===== config.mk =====
export PLATFORM = sky130hd
export DESIGN_NAME = lab2_cmd_parser
export DESIGN_NICKNAME = d
export VERILOG_FILES = /design/src/rtl/lab2_cmd_parser.sv
export SDC_FILE = /design/constraint.sdc
export NUM_CORES = 1
export LEC_CHECK = 0
export ABC_AREA = 1
export ABC_CLOCK_PERIOD_IN_PS = 3790
export BUFFER_PORTS_ARGS = -buffer_cell sky130_fd_sc_hd__buf_2
export CORE_MARGIN = 3
export CORE_UTILIZATION = 45
export DETAILED_ROUTE_END_ITERATION = 16
export GPL_ROUTABILITY_DRIVEN = 0
export HOLD_SLACK_MARGIN = 0.05
export SYNTH_ARGS = -nofsm -noshare
export SYNTH_HDL_FRONTEND = slang
export SYNTH_SLANG_ARGS = --single-unit
export TNS_END_PERCENT = 10

===== constraint.sdc =====
create_clock -name clk -period 3.79 [get_ports clk]
set_clock_uncertainty 0.1 [all_clocks]
set_input_delay 0.5685 -clock clk [delete_from_list [all_inputs] [get_ports clk]]
set_output_delay 0.5685 -clock clk [all_outputs]
set_load 0.1 [all_outputs]

===== src/rtl/lab2_cmd_parser.sv =====
// lab2_cmd_parser: parses "HH op HH CR" ASCII commands from a UART byte
// stream, presents the two operands and the operation to an adder stage,
// and waits (with a timeout) for the adder's ready pulse.
module lab2_cmd_parser #(
  parameter int unsigned TIMEOUT = 255
) (
  input  logic       clk,
  input  logic       Gl_rst_n,
  input  logic [7:0] rx_data,
  input  logic       rx_vld,
  input  logic       adder_rdy,
  output logic [7:0] r1,
  output logic [7:0] r2,
  output logic       subtract,
  output logic       adder_start,
  output logic       busy,
  output logic       err
);

  typedef enum logic [2:0] {
    A_HI, A_LO, OP, B_HI, B_LO, CR, START, WAIT
  } state_t;

  localparam logic [7:0] CH_SPACE = 8'h20;
  localparam logic [7:0] CH_ESC   = 8'h1B;
  localparam logic [7:0] CH_PLUS  = 8'h2B;
  localparam logic [7:0] CH_MINUS = 8'h2D;
  localparam logic [7:0] CH_CR    = 8'h0D;

  state_t      r_state;
  state_t      w_state_nxt;
  logic [3:0]  r_a_hi, r_a_lo, r_b_hi, r_b_lo;
  logic        r_op_sub;
  logic [7:0]  r_r1, r_r2;
  logic        r_sub;
  logic        r_err;
  logic [15:0] r_cnt;

  logic        w_hex_ok;
  logic [3:0]  w_nib;
  logic        w_ld_a_hi, w_ld_a_lo, w_ld_b_hi, w_ld_b_lo, w_ld_op;
  logic        w_load_out;
  logic        w_err_set;
  logic        w_timeout;

  assign w_timeout = (r_cnt == 16'(TIMEOUT - 1));

  // Decode the incoming byte as a hex digit (upper or lower case letters).
  always_comb begin
    w_hex_ok = 1'b0;
    w_nib    = '0;
    if (rx_data >= 8'h30 && rx_data <= 8'h39) begin
      w_hex_ok = 1'b1;
      w_nib    = rx_data[3:0];
    end else if ((rx_data >= 8'h41 && rx_data <= 8'h46) ||
                 (rx_data >= 8'h61 && rx_data <= 8'h66)) begin
      w_hex_ok = 1'b1;
      w_nib    = rx_data[3:0] + 4'd9;
    end
  end

  // Next-state logic plus load/error strobes for the datapath.
  always_comb begin
    w_state_nxt = r_state;
    w_ld_a_hi   = 1'b0;
    w_ld_a_lo   = 1'b0;
    w_ld_b_hi   = 1'b0;
    w_ld_b_lo   = 1'b0;
    w_ld_op     = 1'b0;
    w_load_out  = 1'b0;
    w_err_set   = 1'b0;
    case (r_state)
      START: w_state_nxt = WAIT;
      WAIT: begin
        // Ready takes priority over a coincident timeout.
        if (adder_rdy) begin
          w_state_nxt = A_HI;
        end else if (w_timeout) begin
          w_state_nxt = A_HI;
          w_err_set   = 1'b1;
        end
      end
      default: begin
        if (rx_vld && rx_data != CH_SPACE) begin
          if (rx_data == CH_ESC) begin
            w_state_nxt = A_HI;
          end else begin
            w_state_nxt = A_HI;
            w_err_set   = 1'b1;
            case (r_state)
              A_HI: if (w_hex_ok) begin
                w_ld_a_hi = 1'b1; w_err_set = 1'b0; w_state_nxt = A_LO;
              end
              A_LO: if (w_hex_ok) begin
                w_ld_a_lo = 1'b1; w_err_set = 1'b0; w_state_nxt = OP;
              end
              OP: if (rx_data == CH_PLUS || rx_data == CH_MINUS) begin
                w_ld_op = 1'b1; w_err_set = 1'b0; w_state_nxt = B_HI;
              end
              B_HI: if (w_hex_ok) begin
                w_ld_b_hi = 1'b1; w_err_set = 1'b0; w_state_nxt = B_LO;
              end
              B_LO: if (w_hex_ok) begin
                w_ld_b_lo = 1'b1; w_err_set = 1'b0; w_state_nxt = CR;
              end
              CR: if (rx_data == CH_CR) begin
                w_load_out = 1'b1; w_err_set = 1'b0; w_state_nxt = START;
              end
              default: ;
            endcase
          end
        end
      end
    endcase
  end

  // State register.
  always_ff @(posedge clk or negedge Gl_rst_n) begin
    if (!Gl_rst_n) r_state <= A_HI;
    else           r_state <= w_state_nxt;
  end

  // Nibble/op shadows, registered outputs, err pulse and WAIT counter.
  always_ff @(posedge clk or negedge Gl_rst_n) begin
    if (!Gl_rst_n) begin
      r_a_hi   <= '0;
      r_a_lo   <= '0;
      r_b_hi   <= '0;
      r_b_lo   <= '0;
      r_op_sub <= 1'b0;
      r_r1     <= '0;
      r_r2     <= '0;
      r_sub    <= 1'b0;
      r_err    <= 1'b0;
      r_cnt    <= '0;
    end else begin
      if (w_ld_a_hi) r_a_hi   <= w_nib;
      if (w_ld_a_lo) r_a_lo   <= w_nib;
      if (w_ld_b_hi) r_b_hi   <= w_nib;
      if (w_ld_b_lo) r_b_lo   <= w_nib;
      if (w_ld_op)   r_op_sub <= (rx_data == CH_MINUS);
      if (w_load_out) begin
        r_r1  <= {r_a_hi, r_a_lo};
        r_r2  <= {r_b_hi, r_b_lo};
        r_sub <= r_op_sub;
      end
      r_err <= w_err_set;
      if (r_state == WAIT) r_cnt <= r_cnt + 16'd1;
      else                 r_cnt <= '0;
    end
  end

  assign r1          = r_r1;
  assign r2          = r_r2;
  assign subtract    = r_sub;
  assign err         = r_err;
  assign adder_start = (r_state == START);
  assign busy        = (r_state == START) || (r_state == WAIT);

endmodule


[Word level (Yosys, flattened, before mapping)]
Index checks and enable logic that the tools add are counted.
Word-level totals
  flip-flop bits (word level): 54
  input bits: 12
  output and inout port bits: 20
  word-level logic and storage cells: 98
Operators by class
  add/sub/neg operators: 2
  order comparisons: 6
  eq/ne operators: 14
  multiplexer cells: 53
  reduce and logical (&&, ||, !) cells: 12
Operators with widths (count)
  two-way mux 1 bit: 37
  two-way mux 3 bit: 7
  one-hot mux 3 bit (6 select lines): 1
  adder 16 x 1 -> 16 bit, second input constant: 1
  == test 16 x 8 -> 1 bit, second input constant: 1
  == test 8 x 6 -> 1 bit, second input constant: 2
  greater-or-equal comparator 8 x 7 -> 1 bit, second input constant: 2
  <= comparator 8 x 7 -> 1 bit, second input constant: 2
  two-way mux 16 bit: 1
  == test 3 bit, second input constant: 4
  == test 8 x 4 -> 1 bit, second input constant: 1
  == test 8 x 5 -> 1 bit, second input constant: 1
  greater-or-equal comparator 8 x 6 -> 1 bit, second input constant: 1
  <= comparator 8 x 6 -> 1 bit, second input constant: 1
  two-way mux 4 bit: 2
  inequality test 8 x 6 -> 1 bit, second input constant: 1
  == test 3 x 2 -> 1 bit, second input constant: 2
  one-hot mux 3 bit (2 select lines): 1
  adder 4 bit, second input constant: 1
  logical AND 1 bit: 4
  two-way mux 2 bit: 2
  OR reduction 4 bit: 1
  == test 3 x 1 -> 1 bit, second input constant: 1
  logical NOT 3 bit: 1
  other kinds (7): 9

[Depth between registers and ports, before layout]
  word-level depth: 10
  depth in mapped cells: 11
  depth with buffers taken out: 11

[Least setup slack after synthesis]
Ideal clock, no wire load.
  path kind: flip-flop to output port
  start: register r_state[2]
  end: output port adder_start
  arrival time: 1.791 ns
  data required time: 3.122 ns
  path slack: 1.331 ns
  cell stages (with the launch flop): 3
  buffers on the path: 0
  path through: dfrtp_1 > nand2_1 > nor2_1
Between the ends
  word-level cells in the longest chain between the ends: 1
Ends and longest elaborated chain
  start: declaration: RTL line 30  | state_t r_state;
  start signal: assignment: RTL line 120  | else r_state <= w_state_nxt;
  == test 3 bit: RTL line 157  | assign adder_start = (r_state == START);
  end: declaration: RTL line 15  | output logic adder_start,
Every way passes these cells.

[Worst setup path in the final report]
  start: register r_state[1]
  end: output port adder_start
The elaborated chain is that of the path after synthesis.

==> results.sh <==
export IMPL_outcome="finished, final reports clean"
export IMPL_p_switching_mw=0.490
export IMPL_cts_htree_levels=2
export IMPL_pwr_share_comb_pct=25.5
export IMPL_regToRegStartpoint="r_state[0]$_DFFE_PN0P_"
export IMPL_start_util_pct=47.2
export IMPL_initialDrtViolationCount=94
export IMPL_fillers=603
export IMPL_die_height_um=85.5
export IMPL_clock_latency_ns=0.30
export IMPL_routed_wl_mm=5.53
export IMPL_critPathKind="reg -> out"
export IMPL_pin_count=32
export IMPL_tightest_slew_ns=0.844
export IMPL_postCtsResizedCells=0
export IMPL_setup_violations_final=0
export IMPL_io_buffers=31
export IMPL_finalSetupTns_ns=0
export IMPL_required_ns=3.12
export IMPL_min_period_over_period_pct=56.7
export IMPL_cts_root_buf="clkbuf_8"
export IMPL_power_mw=1.40
export IMPL_worst_path_max_fanout=5
export IMPL_ys_types=29
export IMPL_cts_path_max_buffers=2
export IMPL_power_density_mw_per_mm2=442
export IMPL_fp_row_count=28
export IMPL_overflow=0
export IMPL_syn_to_final_growth_pct=11.6
export IMPL_startpoint="r_state[1]$_DFFE_PN0P_"
export IMPL_vias_per_cell=4.93
export IMPL_period_minus_slack_ns=2.15
export IMPL_p_sw_share_pct=35.0
export IMPL_die_x_um=85.5
export IMPL_synth_edf_count=0
export IMPL_worst_r2r_path_depth=5
export IMPL_seqPwrFrac_pct=47.7
export IMPL_synthArstFlopShare_pct=100
export IMPL_grt_pass1_vias=2153
export IMPL_antenna_found_initial=0
export IMPL_max_cap_viol_count=0
export IMPL_maxSlewViolCount=0
export IMPL_path_cells="nand2_1 > nor2_1 > buf_2"
export IMPL_grt_first_pass_wirelength_mm=9.65
export IMPL_cts_setup_buffers=0
export IMPL_critPathMaxStageDelay_ns=0.45
export IMPL_synth_ff_type="dfrtp_1"
export IMPL_wl_per_cell_um=11.9
export IMPL_cp_slowest_cell="dfrtp_1"
export IMPL_avgSynthCellArea_um2=8.07
export IMPL_ant_nets=0
export IMPL_ir_drop_uv=257
export IMPL_final_cell_mix="nand2_1 (93), dfrtp_1 (54), inv_1 (48)"
export IMPL_yosys_register_bits=54
export IMPL_die_area_mm2=0.00730
export IMPL_netlist_instances=352
export IMPL_clk_pin_slew_ns=0.09
export IMPL_vias=2287
export IMPL_hold_violations=0
export IMPL_p_int_mw=0.910
export IMPL_synth_area_mm2=0.00284
export IMPL_groute_usage_overall_pct=16.2
export IMPL_start_kind="flop"
export IMPL_relSlewSlack_pct=43.7
export IMPL_arrival_ns=1.48
export IMPL_clkPwrFrac_pct=26.8
export IMPL_n_antenna_cell=0
export IMPL_nNetsFinal=405
export IMPL_ys_seq_area_share_pct=47.6
export IMPL_numCtsBuffers=5
export IMPL_cts_tree="built"
export IMPL_drc=0
export IMPL_drive_above_1_share_pct=19.3
export IMPL_cts_sinks=54
export IMPL_yosysWarningCount=0
export IMPL_final_common_cell="nand2_1"
export IMPL_drt_pass1_iterations=4
export IMPL_cts_hold_buf=0
export IMPL_grt_max_degree=39
export IMPL_worstHoldPathType="in -> async"
export IMPL_design_core_area_mm2=0.00603
export IMPL_post_dp_hpwl_mm=4.26
export IMPL_end_kind="output port"
export IMPL_p_leak_nw=1.57
export IMPL_rsz0062_at_grt="false"
export IMPL_fmax_mhz=465
export IMPL_synthesis_nets=369
final timing paths:
kind	to	slack [ns]
worst max-delay path	adder_start	1.64
worst min-delay path	r_cnt[5]$_DFF_PN0_	0.26
worst max register to register	r2[0]$_DFFE_PN0P_	1.96
worst min register to register	r2[1]$_DFFE_PN0P_	0.38
max in group asynchronous	r2[2]$_DFFE_PN0P_	2.58
min in group clk	r2[1]$_DFFE_PN0P_	0.38
power groups by stage:
stage	Sequential, mW	Clock (mW)	Combinational, mW
floorplan	0.713	0	0.239
global placement	0.678	0	0.355
detailed placement	0.679	0	0.359
CTS	0.667	0.390	0.360
global route	0.678	0.414	0.400
finish	0.668	0.375	0.357
stage by stage:
step                      hold slack (ns)  cells  util [%]  setup slack, ns  instance area [um2]
final                               0.258    464      52.6             1.64                 3170
after global routing                0.322    464      52.6             1.50                 3170
after CTS                           0.288    464      52.6             1.62                 3170
after detailed placement            0.364    456      50.9             1.46                 3060
after global placement              0.362    456      50.9             1.49                 3060
after floorplan                     0.173    352         -             1.33                 2840
cell usage after synthesis (2+ instances only):
cell,n,area [um2]
o21ai_1,4,20.0
nand3_1,20,100
nor3_1,10,50.1
xor2_1,2,17.5
o21ai_2,17,149
nand4_1,4,25.0
nor2_1,36,135
dfrtp_1,54,1350
a21oi_1,11,55.1
o21ai_0,19,95.1
nor3_2,2,20.0
buf_6,3,33.8
nand2_2,7,43.8
nor2_2,2,12.5
inv_2,2,7.51
inv_1,48,180
nand2_1,93,349
o21a_1,2,15.0
ha_1,5,62.6
nand3_2,2,20.0
layout make-up:
class | count | area (um2) | area share [%]
Sequential cell | 54 | 1350 | 42.6
Multi-Input combinational cell | 245 | 1270 | 40.0
Inverter | 50 | 188 | 5.92
Timing Repair Buffer | 32 | 163 | 5.13
Tap cell | 75 | 93.8 | 2.96
Clock buffer | 7 | 76.3 | 2.41
Clock inverter | 1 | 30.0 | 0.947
flip-flops by register name, indices dropped and copies added (netlist names):
| register | flops |
|---|---|
| err | 1 |
| r_a_lo | 4 |
| r_b_lo | 4 |
| r_a_hi | 4 |
| r2 | 8 |
| r_op_sub | 1 |
| r_cnt | 16 |
| r_b_hi | 4 |
| r1 | 8 |
| r_state | 3 |
| subtract | 1 |
critical path, delay by kind of cell, from the launching register on:
kind	cells	cell delay, ns
flops	1	0.45
simple gates	2	0.28
buf+inv	1	0.44
metal layers:
layer  wire [um]  GRT usage [%]
met5           0              0
met4          55           4.32
met3         225           3.30
met2        2350           24.6
met1        2900           23.8
cell families (layout without fill, tap and decap cells):
family	after synthesis	count (layout)	synth area share, %
xor+xnor	3	3	0.925
fa+ha+maj	5	5	2.20
compound gates	58	58	13.7
simple gates	179	179	27.9
buf+inv	53	90	7.79
flops	54	54	47.6
Power figures use the tool's default switching activity.
